<file path="src/rtl/servo_pkg.sv">
// Shared constants and FSM state type for the servo PWM generator.
package servo_pkg;

  localparam int CANT_BITS_DEF  = 13;
  localparam int PERIOD_CYC_DEF = 1_000_000;  // 20 ms at 50 MHz
  localparam int PULSE_MIN_DEF  = 50_000;     // 1.0 ms
  localparam int PULSE_MAX_DEF  = 100_000;    // 2.0 ms
  localparam int PULSE_CTR_DEF  = 75_000;     // 1.5 ms, reference 0
  localparam int SCALE_DEF      = 6;          // cycles per reference LSB

  localparam int CNT_W = $clog2(PERIOD_CYC_DEF);

  typedef enum logic {
    IDLE = 1'b0,
    RUN  = 1'b1
  } state_t;

endpackage

</file>
<file path="src/rtl/servo_ref_map.sv">
// Signed reference -> pulse width: scale, add centre offset, clip to the
// legal servo range. Purely combinational.
module servo_ref_map
  import servo_pkg::*;
#(
  parameter int cant_bits = CANT_BITS_DEF,
  parameter int OUT_W     = CNT_W,
  parameter int PULSE_MIN = PULSE_MIN_DEF,
  parameter int PULSE_MAX = PULSE_MAX_DEF,
  parameter int PULSE_CTR = PULSE_CTR_DEF,
  parameter int SCALE     = SCALE_DEF
) (
  input  logic signed [cant_bits-1:0] ref_in,
  output logic        [OUT_W-1:0]     w,
  output logic                        sat
);

  // Product width, then one guard bit beyond the wider of the product and
  // the signed counter range so the offset add cannot overflow.
  localparam int PROD_W = cant_bits + $clog2(SCALE) + 1;
  localparam int SUM_W  = ((PROD_W > OUT_W + 1) ? PROD_W : OUT_W + 1) + 1;

  localparam logic signed [SUM_W-1:0] SCALE_S = SUM_W'(SCALE);
  localparam logic signed [SUM_W-1:0] CTR_S   = SUM_W'(PULSE_CTR);
  localparam logic signed [SUM_W-1:0] MIN_S   = SUM_W'(PULSE_MIN);
  localparam logic signed [SUM_W-1:0] MAX_S   = SUM_W'(PULSE_MAX);
  localparam logic        [OUT_W-1:0] MIN_U   = OUT_W'(PULSE_MIN);
  localparam logic        [OUT_W-1:0] MAX_U   = OUT_W'(PULSE_MAX);

  logic signed [SUM_W-1:0] ref_ext;
  logic signed [SUM_W-1:0] sum;

  // Linear map with saturation at both ends.
  always_comb begin
    ref_ext = {{(SUM_W - cant_bits){ref_in[cant_bits-1]}}, ref_in};
    sum     = ref_ext * SCALE_S + CTR_S;
    w       = sum[OUT_W-1:0];
    sat     = 1'b0;
    if (sum < MIN_S) begin
      w   = MIN_U;
      sat = 1'b1;
    end else if (sum > MAX_S) begin
      w   = MAX_U;
      sat = 1'b1;
    end
  end

endmodule

</file>
<file path="src/rtl/servo_pwm_gen.sv">
// Fixed-period servo PWM generator. Loaded widths are staged and only take
// effect at the next period boundary so a pulse is never reshaped mid-way.
//
//   state | meaning
//   IDLE  | output quiet, counter parked at 0, loads still staged
//   RUN   | counter sweeping 0..PERIOD_CYC-1, pulse while cnt < act_w
module servo_pwm_gen
  import servo_pkg::*;
#(
  parameter int cant_bits  = CANT_BITS_DEF,
  parameter int PERIOD_CYC = PERIOD_CYC_DEF,
  parameter int PULSE_MIN  = PULSE_MIN_DEF,
  parameter int PULSE_MAX  = PULSE_MAX_DEF,
  parameter int PULSE_CTR  = PULSE_CTR_DEF,
  parameter int SCALE      = SCALE_DEF
) (
  input  logic                        clk,
  input  logic                        reset,
  input  logic                        En,
  input  logic signed [cant_bits-1:0] Datos_in,
  input  logic                        load,
  output logic                        pwm_out,
  output logic                        period_start,
  output logic                        upd_ack,
  output logic                        sat
);

  localparam int             CW    = $clog2(PERIOD_CYC);
  localparam logic [CW-1:0] LAST  = CW'(PERIOD_CYC - 1);
  localparam logic [CW-1:0] CTR_W = CW'(PULSE_CTR);

  state_t        state, state_n;
  logic [CW-1:0] cnt, cnt_n;
  logic [CW-1:0] act_w, act_w_n;
  logic [CW-1:0] pend_w;
  logic          pend;
  logic          start;
  logic [CW-1:0] map_w;
  logic          map_sat;

  servo_ref_map #(
    .cant_bits (cant_bits),
    .OUT_W     (CW),
    .PULSE_MIN (PULSE_MIN),
    .PULSE_MAX (PULSE_MAX),
    .PULSE_CTR (PULSE_CTR),
    .SCALE     (SCALE)
  ) u_ref_map (
    .ref_in (Datos_in),
    .w      (map_w),
    .sat    (map_sat)
  );

  // Next state, next count and period-boundary detection. Entering RUN from
  // IDLE counts as a boundary, so it can commit a staged width too.
  always_comb begin
    state_n = state;
    cnt_n   = '0;
    start   = 1'b0;
    case (state)
      IDLE: begin
        if (En) begin
          state_n = RUN;
          start   = 1'b1;
        end
      end
      RUN: begin
        if (!En) begin
          state_n = IDLE;
        end else if (cnt == LAST) begin
          start = 1'b1;
        end else begin
          cnt_n = cnt + CW'(1);
        end
      end
      default: state_n = IDLE;
    endcase
    act_w_n = (start && pend) ? pend_w : act_w;
  end

  // State, counter, width staging and registered outputs. Outputs are
  // computed from next-cycle values so they line up with cnt.
  always_ff @(posedge clk or posedge reset) begin
    if (reset) begin
      state        <= IDLE;
      cnt          <= '0;
      act_w        <= CTR_W;
      pend_w       <= CTR_W;
      pend         <= 1'b0;
      sat          <= 1'b0;
      pwm_out      <= 1'b0;
      period_start <= 1'b0;
      upd_ack      <= 1'b0;
    end else begin
      state        <= state_n;
      cnt          <= cnt_n;
      act_w        <= act_w_n;
      period_start <= start;
      upd_ack      <= start & pend;
      pwm_out      <= (state_n == RUN) && (cnt_n < act_w_n);
      // A load on a boundary edge stages for the following boundary; the
      // width committed on this edge is the previously staged one.
      if (load) begin
        pend_w <= map_w;
        sat    <= map_sat;
        pend   <= 1'b1;
      end else if (start) begin
        pend   <= 1'b0;
      end
    end
  end

endmodule
</file>
<file path="config.mk">
export PLATFORM = sky130hd
export DESIGN_NAME = servo_pwm_gen
export DESIGN_NICKNAME = d
export VERILOG_FILES = /design/src/rtl/servo_pkg.sv /design/src/rtl/servo_ref_map.sv /design/src/rtl/servo_pwm_gen.sv
export SDC_FILE = /design/constraint.sdc
export NUM_CORES = 1
export LEC_CHECK = 0
export ABC_AREA = 1
export BUFFER_PORTS_ARGS = -buffer_cell sky130_fd_sc_hd__buf_2
export CAP_MARGIN = 20
export CORE_MARGIN = 10
export CORE_UTILIZATION = 55
export DETAILED_ROUTE_END_ITERATION = 8
export PLACE_DENSITY = 0.73
export REMOVE_ABC_BUFFERS = 1
export SLEW_MARGIN = 20
export SYNTH_ARGS = -nofsm -noshare
export SYNTH_HDL_FRONTEND = slang
export SYNTH_SLANG_ARGS = --single-unit
</file>
<file path="constraint.sdc">
create_clock -name clk -period 6.9 [get_ports clk]
set_input_delay 1.38 -clock clk [delete_from_list [all_inputs] [get_ports clk]]
set_output_delay 1.38 -clock clk [all_outputs]
set_load 0.01 [all_outputs]
</file>
; ---- Word-level counts from Yosys, hierarchy flattened
; Cells that the tools add are included.
[word_totals]
reg_bits = 66
input_bits = 17
out_inout_bits = 4
elab_cells = 35
[classes]
n_addsub = 2
multipliers = 1
n_lt_le_gt_ge = 3
eq_ne = 1
mux = 14
n_bitwise = 2
reduce_logical = 3
[op_table]
columns = operator, count
row1 = $mux W20, 6
row2 = $add A22 B18 Y22 const B, 1
row3 = $gt A22 B18 Y1 const B, 1
row4 = $lt A22 B17 Y1 const B, 1
row5 = $add A20 B1 Y20 const B, 1
row6 = $eq A20 B20 Y1 const B, 1
row7 = $lt A20 B20 Y1, 1
row8 = $mul A13 B3 Y16 const B, 1
row9 = $mux W1, 7
row10 = $logic_and A1 B1 Y1, 2
row11 = $pmux W1 S2, 1
row12 = $reduce_bool A2 Y1, 1
row13 = $and A1 B1 Y1, 1
row14 = $not A1 Y1, 1

; ---- Longest topological paths before layout
[logic_depth]
word_depth = 8
mapped_depth = 22
depth_no_buf = 22

; ---- Modules after synthesis
; A second synthesis with hierarchy kept.
[unflattened]
cells_unflattened = 646
area_unflattened_um2 = 4824.6
[modules_own_cells]
columns = module, instances, cells_per_inst, area_each_um2, seq_area_each_um2
row1 = servo_pwm_gen, 1, 367, 3251.9, 1671.6
row2 = servo_ref_map, 1, 279, 1572.8, 0.0

; ---- Worst setup path before layout
; No wires, ideal clock.
[synth_timing]
path_kind = input port to flip-flop
start = in Datos_in[1]
end = reg pend_w[9]
setup_time_ns = 0.117
arrival_time_ns = 3.786
t_required_ns = 6.783
path_slack_ns = 2.997
cell_stages = 20
path_buffers = 0
cell_sequence = ha_1 > ha_1 > fa_1 > inv_1 > ha_1 > inv_1 > nor2_1 > nand3_1 > nand3_2 > nand2_2 > nand2_1 > nand2_2 > nand3_1 > nand2_1 > nor2_1 > nand2_2 > nand2_2 > nand3_1 > nand2_1 > nand2_1
[synth_between]
elab_chain_len = 5
elab_cells_between_ends = 6
classes_between = 1 x add/sub / 1 x mul / 2 x order compare / 2 x mux
[synth_lines]
columns = item, line
row1 = "start, declared", servo_pwm_gen.sv:20  ; input logic signed [cant_bits-1:0] Datos_in,
row2 = $mul A13 B3 Y16 (*), servo_ref_map.sv:36  ; sum = ref_ext * SCALE_S + CTR_S;
row3 = $add A22 B18 Y22 (*), servo_ref_map.sv:36
row4 = $gt A22 B18 Y1, servo_ref_map.sv:42  ; end else if (sum > MAX_S) begin
row5 = $mux W20, servo_ref_map.sv:42
row6 = $mux W20 (*), servo_ref_map.sv:39  ; if (sum < MIN_S) begin
row7 = "end signal, assigned", servo_pwm_gen.sv:104  ; pend_w <= map_w;
row8 = "end, declared", servo_pwm_gen.sv:35  ; logic [CW-1:0] pend_w;
; Every way passes the cells marked *; elsewhere a longest branch is shown, timed or not.
; A chain may end at the register's enable or synchronous reset.

; ---- Worst setup path in the final report
[layout_timing]
start = in Datos_in[1]
end = reg pend_w[11]
; Same word-level chain as after synthesis.

==> results.json <==
{
  "outcome": "completed",
  "tns_ps": 0,
  "dieArea_um2": 12000,
  "yosys_warnings": 0,
  "power_switching_uw": 382,
  "ys_ff_latch": 64,
  "antenna_found_initial": 0,
  "critPathTopFamily": "simple AND/OR/NAND/NOR gates",
  "wl_per_cell_um": 11.9,
  "maxCapViolations": 0,
  "pre_cts_slack_ps": 2580,
  "synthTopCellsByCount": "nand2_1, inv_1, dfrtp_1, ha_1, nor2_1",
  "ir_drop_mv": 0.0841,
  "drc": 0,
  "grt_max_degree": 65,
  "hold_viol": 0,
  "vias_per_cell": 5.11,
  "ys.flop_type": "dfrtp_1",
  "critPathRequiredTime_ps": 7120,
  "min_path_type": "flip-flop to flip-flop",
  "cts_hold_buf": 0,
  "min_period_ps": 3950,
  "syn-cell-area_um2": 4410,
  "synth.largest_area_cell": "dfrtp_1",
  "max_freq_mhz": 253,
  "cpMaxStageDelayCell": "fa_1",
  "grt_first_pass_wirelength_um": 15600,
  "grt_pass1_vias": 3794,
  "crit_path_start_kind": "input port",
  "synthArstFlopShare": 1.00,
  "path_buf_inv": 4,
  "diodes": 0,
  "die-width_um": 110,
  "setup_viol_count_final": 0,
  "design.core.area_um2": 7770,
  "grt_overflow": 0,
  "ys_seq_area_frac": 0.367,
  "synth_edf_count": 0,
  "slew_headroom": 0.500,
  "ys_types": 38,
  "ios": 21,
  "crit_fanout": 12,
  "internal_power_uw": 825,
  "p_leak_nw": 2.57,
  "critPathArrivalTime_ps": 4170,
  "clock_sinks": 64,
  "synth_most_common_cell": "nand2_1",
  "nNetsFinal": 677,
  "start_util": 0.568,
  "grt_use_total": 0.158,
  "cts_tree": "done",
  "final_layout_size_suffix_gt1_frac": 0.154,
  "min_period_over_period": 0.573,
  "finalMaxSlewViolations": 0,
  "critPathMaxStageDelay_ps": 440,
  "num_rows": 32,
  "die_y_um": 110,
  "p_comb_frac": 0.296,
  "drtIter0Drc": 122,
  "drt_first_pass_iters": 4,
  "p_sw_frac": 0.317,
  "synth_top_area_frac": 0.272,
  "cts.clk_slew.worst_paths_ps": 60,
  "clkPwrFrac": 0.309,
  "nFillCells": 723,
  "endpoint_kind": "flip-flop",
  "syn_to_final_growth_pct": 9.67,
  "wl_um": 8580,
  "synth_area_leaders": "dfrtp_1, ha_1, nand2_1",
  "place_hpwl_um": 6910,
  "clk_latency_ps": 340,
  "fin_ws_ps": 2950,
  "post_cts_buffers": 0,
  "gp_congestion": 0.874,
  "synthCells": 590,
  "avgSynthCellArea_um2": 7.48,
  "rsz0062_at_grt": "false",
  "skew_ps": 7.98,
  "vias": 3681,
  "ant_nets": 0,
  "path_class": "input port to flip-flop",
  "pwr-share-seq": 0.395,
  "cts_root_buf": "clkbuf_8",
  "power_density_nw_per_um2": 249,
  "cts_buffers": 9,
  "clockBufferDepth": 2,
  "io_buffers": 20,
  "cp_cell_sequence": "buf_2, ha_1, ha_1, fa_1, inv_1, ha_1, inv_1, nor2_1, nand3_1, nand3_2, nand2_1, nor2_1, inv_1, nand2_1, nand2_1, nand3_1, nand3_2, nand2_2, o21ai_1",
  "cts_resized": 0,
  "tightest_slew_ps": 749,
  "htreeDepth": 3
}
==> cell type report <==
type	instances	area, µm²	area share
multi-input combinational	425	2400	0.496
sequential	64	1620	0.335
inverter	92	345	0.0714
clock buffer	10	128	0.0264
tap	102	128	0.0264
clock inverter	6	108	0.0222
timing repair buffer	21	108	0.0222
==> registers in the layout (all words and copies together) (netlist names) <==
name          count
act_w            20
cnt              20
pend              1
pend_w           18
period_start      1
pwm_out           1
sat               1
state             1
upd_ack           1
==> metrics by stage <==
stage	total power, mW	hold slack (ps)	utilization	cell area [µm²]	cells
6_report	1.21	467	0.623	4840	720
3_5_place_dp	0.842	458	0.593	4600	704
4_1_cts	1.22	467	0.623	4840	720
5_1_grt	1.30	509	0.623	4840	720
2_1_floorplan	0.761	426	-	4370	581
3_3_place_gp	0.828	457	0.593	4600	704
==> final timing paths <==
path,endpoint,cells after the start,slack [ps],from
max in group asynchronous,period_start,3,5150,reset
hold reg to reg,pend_w[10],2,470,pend_w[10]
setup reg to reg,pwm_out,18,3050,cnt[0]
hold / removal,pend_w[10],2,470,pend_w[10]
setup / recovery,pend_w[11],19,2950,Datos_in[1]
min in group asynchronous,cnt[2],3,1250,reset
==> worst register-to-register path: stages, from the launching register on <==
cell     delay, ps
dfrtp_1        370
ha_1           200
nand4_1        110
nor2_1         260
nand4_1        170
nand2_1         90
inv_1           60
nor2_1         110
nand2_1        350
inv_1          460
or2_2          190
o21ai_0        130
ha_1           340
nand2_1         50
inv_1           50
nand3_1        120
nor3_1         250
nor4b_1        300
a21oi_1        120
==> cells in the final DEF, fill, tap and decap left out, types with 2 or more instances in the layout <==
cell / Yosys / routed
nand2_1: 152 / 152
inv_1: 88 / 87
dfrtp_1: 48 / 48
ha_1: 46 / 46
nor2_1: 45 / 45
nand3_1: 33 / 33
a21oi_1: 30 / 30
o21ai_0: 28 / 28
buf_2: 1 / 20
or2_2: 18 / 18
dfstp_2: 16 / 16
nand4_1: 13 / 13
nand2_2: 12 / 12
nor3_1: 11 / 11
clkbuf_8: 0 / 9
inv_2: 3 / 4
xor2_1: 4 / 4
o21ai_1: 4 / 4
nor4_1: 4 / 4
nor2_2: 3 / 3
nand3_2: 3 / 3
nand3b_1: 3 / 3
a211oi_1: 3 / 3
bufinv_16: 0 / 3
xnor2_1: 2 / 2
clkinv_2: 0 / 2
==> routing by layer <==
metal | wire (µm) | vias up | GRT usage
met3 | 180 | 24 | 0.0205
met2 | 4210 | 54 | 0.282
met5 | 0 | - | 0
li1 | - | 1963 | -
met4 | 313 | 0 | 0.0911
met1 | 3870 | 1640 | 0.176
==> power by group through the flow <==
stage / clock network (mW) / registers [mW] / logic [mW]
global placement: 0 / 0.481 / 0.346
global route: 0.394 / 0.483 / 0.421
finish: 0.373 / 0.477 / 0.357
CTS: 0.379 / 0.477 / 0.361
detailed placement: 0 / 0.484 / 0.358
floorplan: 0 / 0.475 / 0.285
==> logic make-up after synthesis <==
logic type,share of synthesized area
AOI/OAI and AO/OA,0.0885
xor gates and xnor gates,0.0156
adders and majority gates,0.135
buffers and inverters,0.0882
DFF,0.367
and+or+nand+nor,0.305
Power figures use the tool's default switching activity.
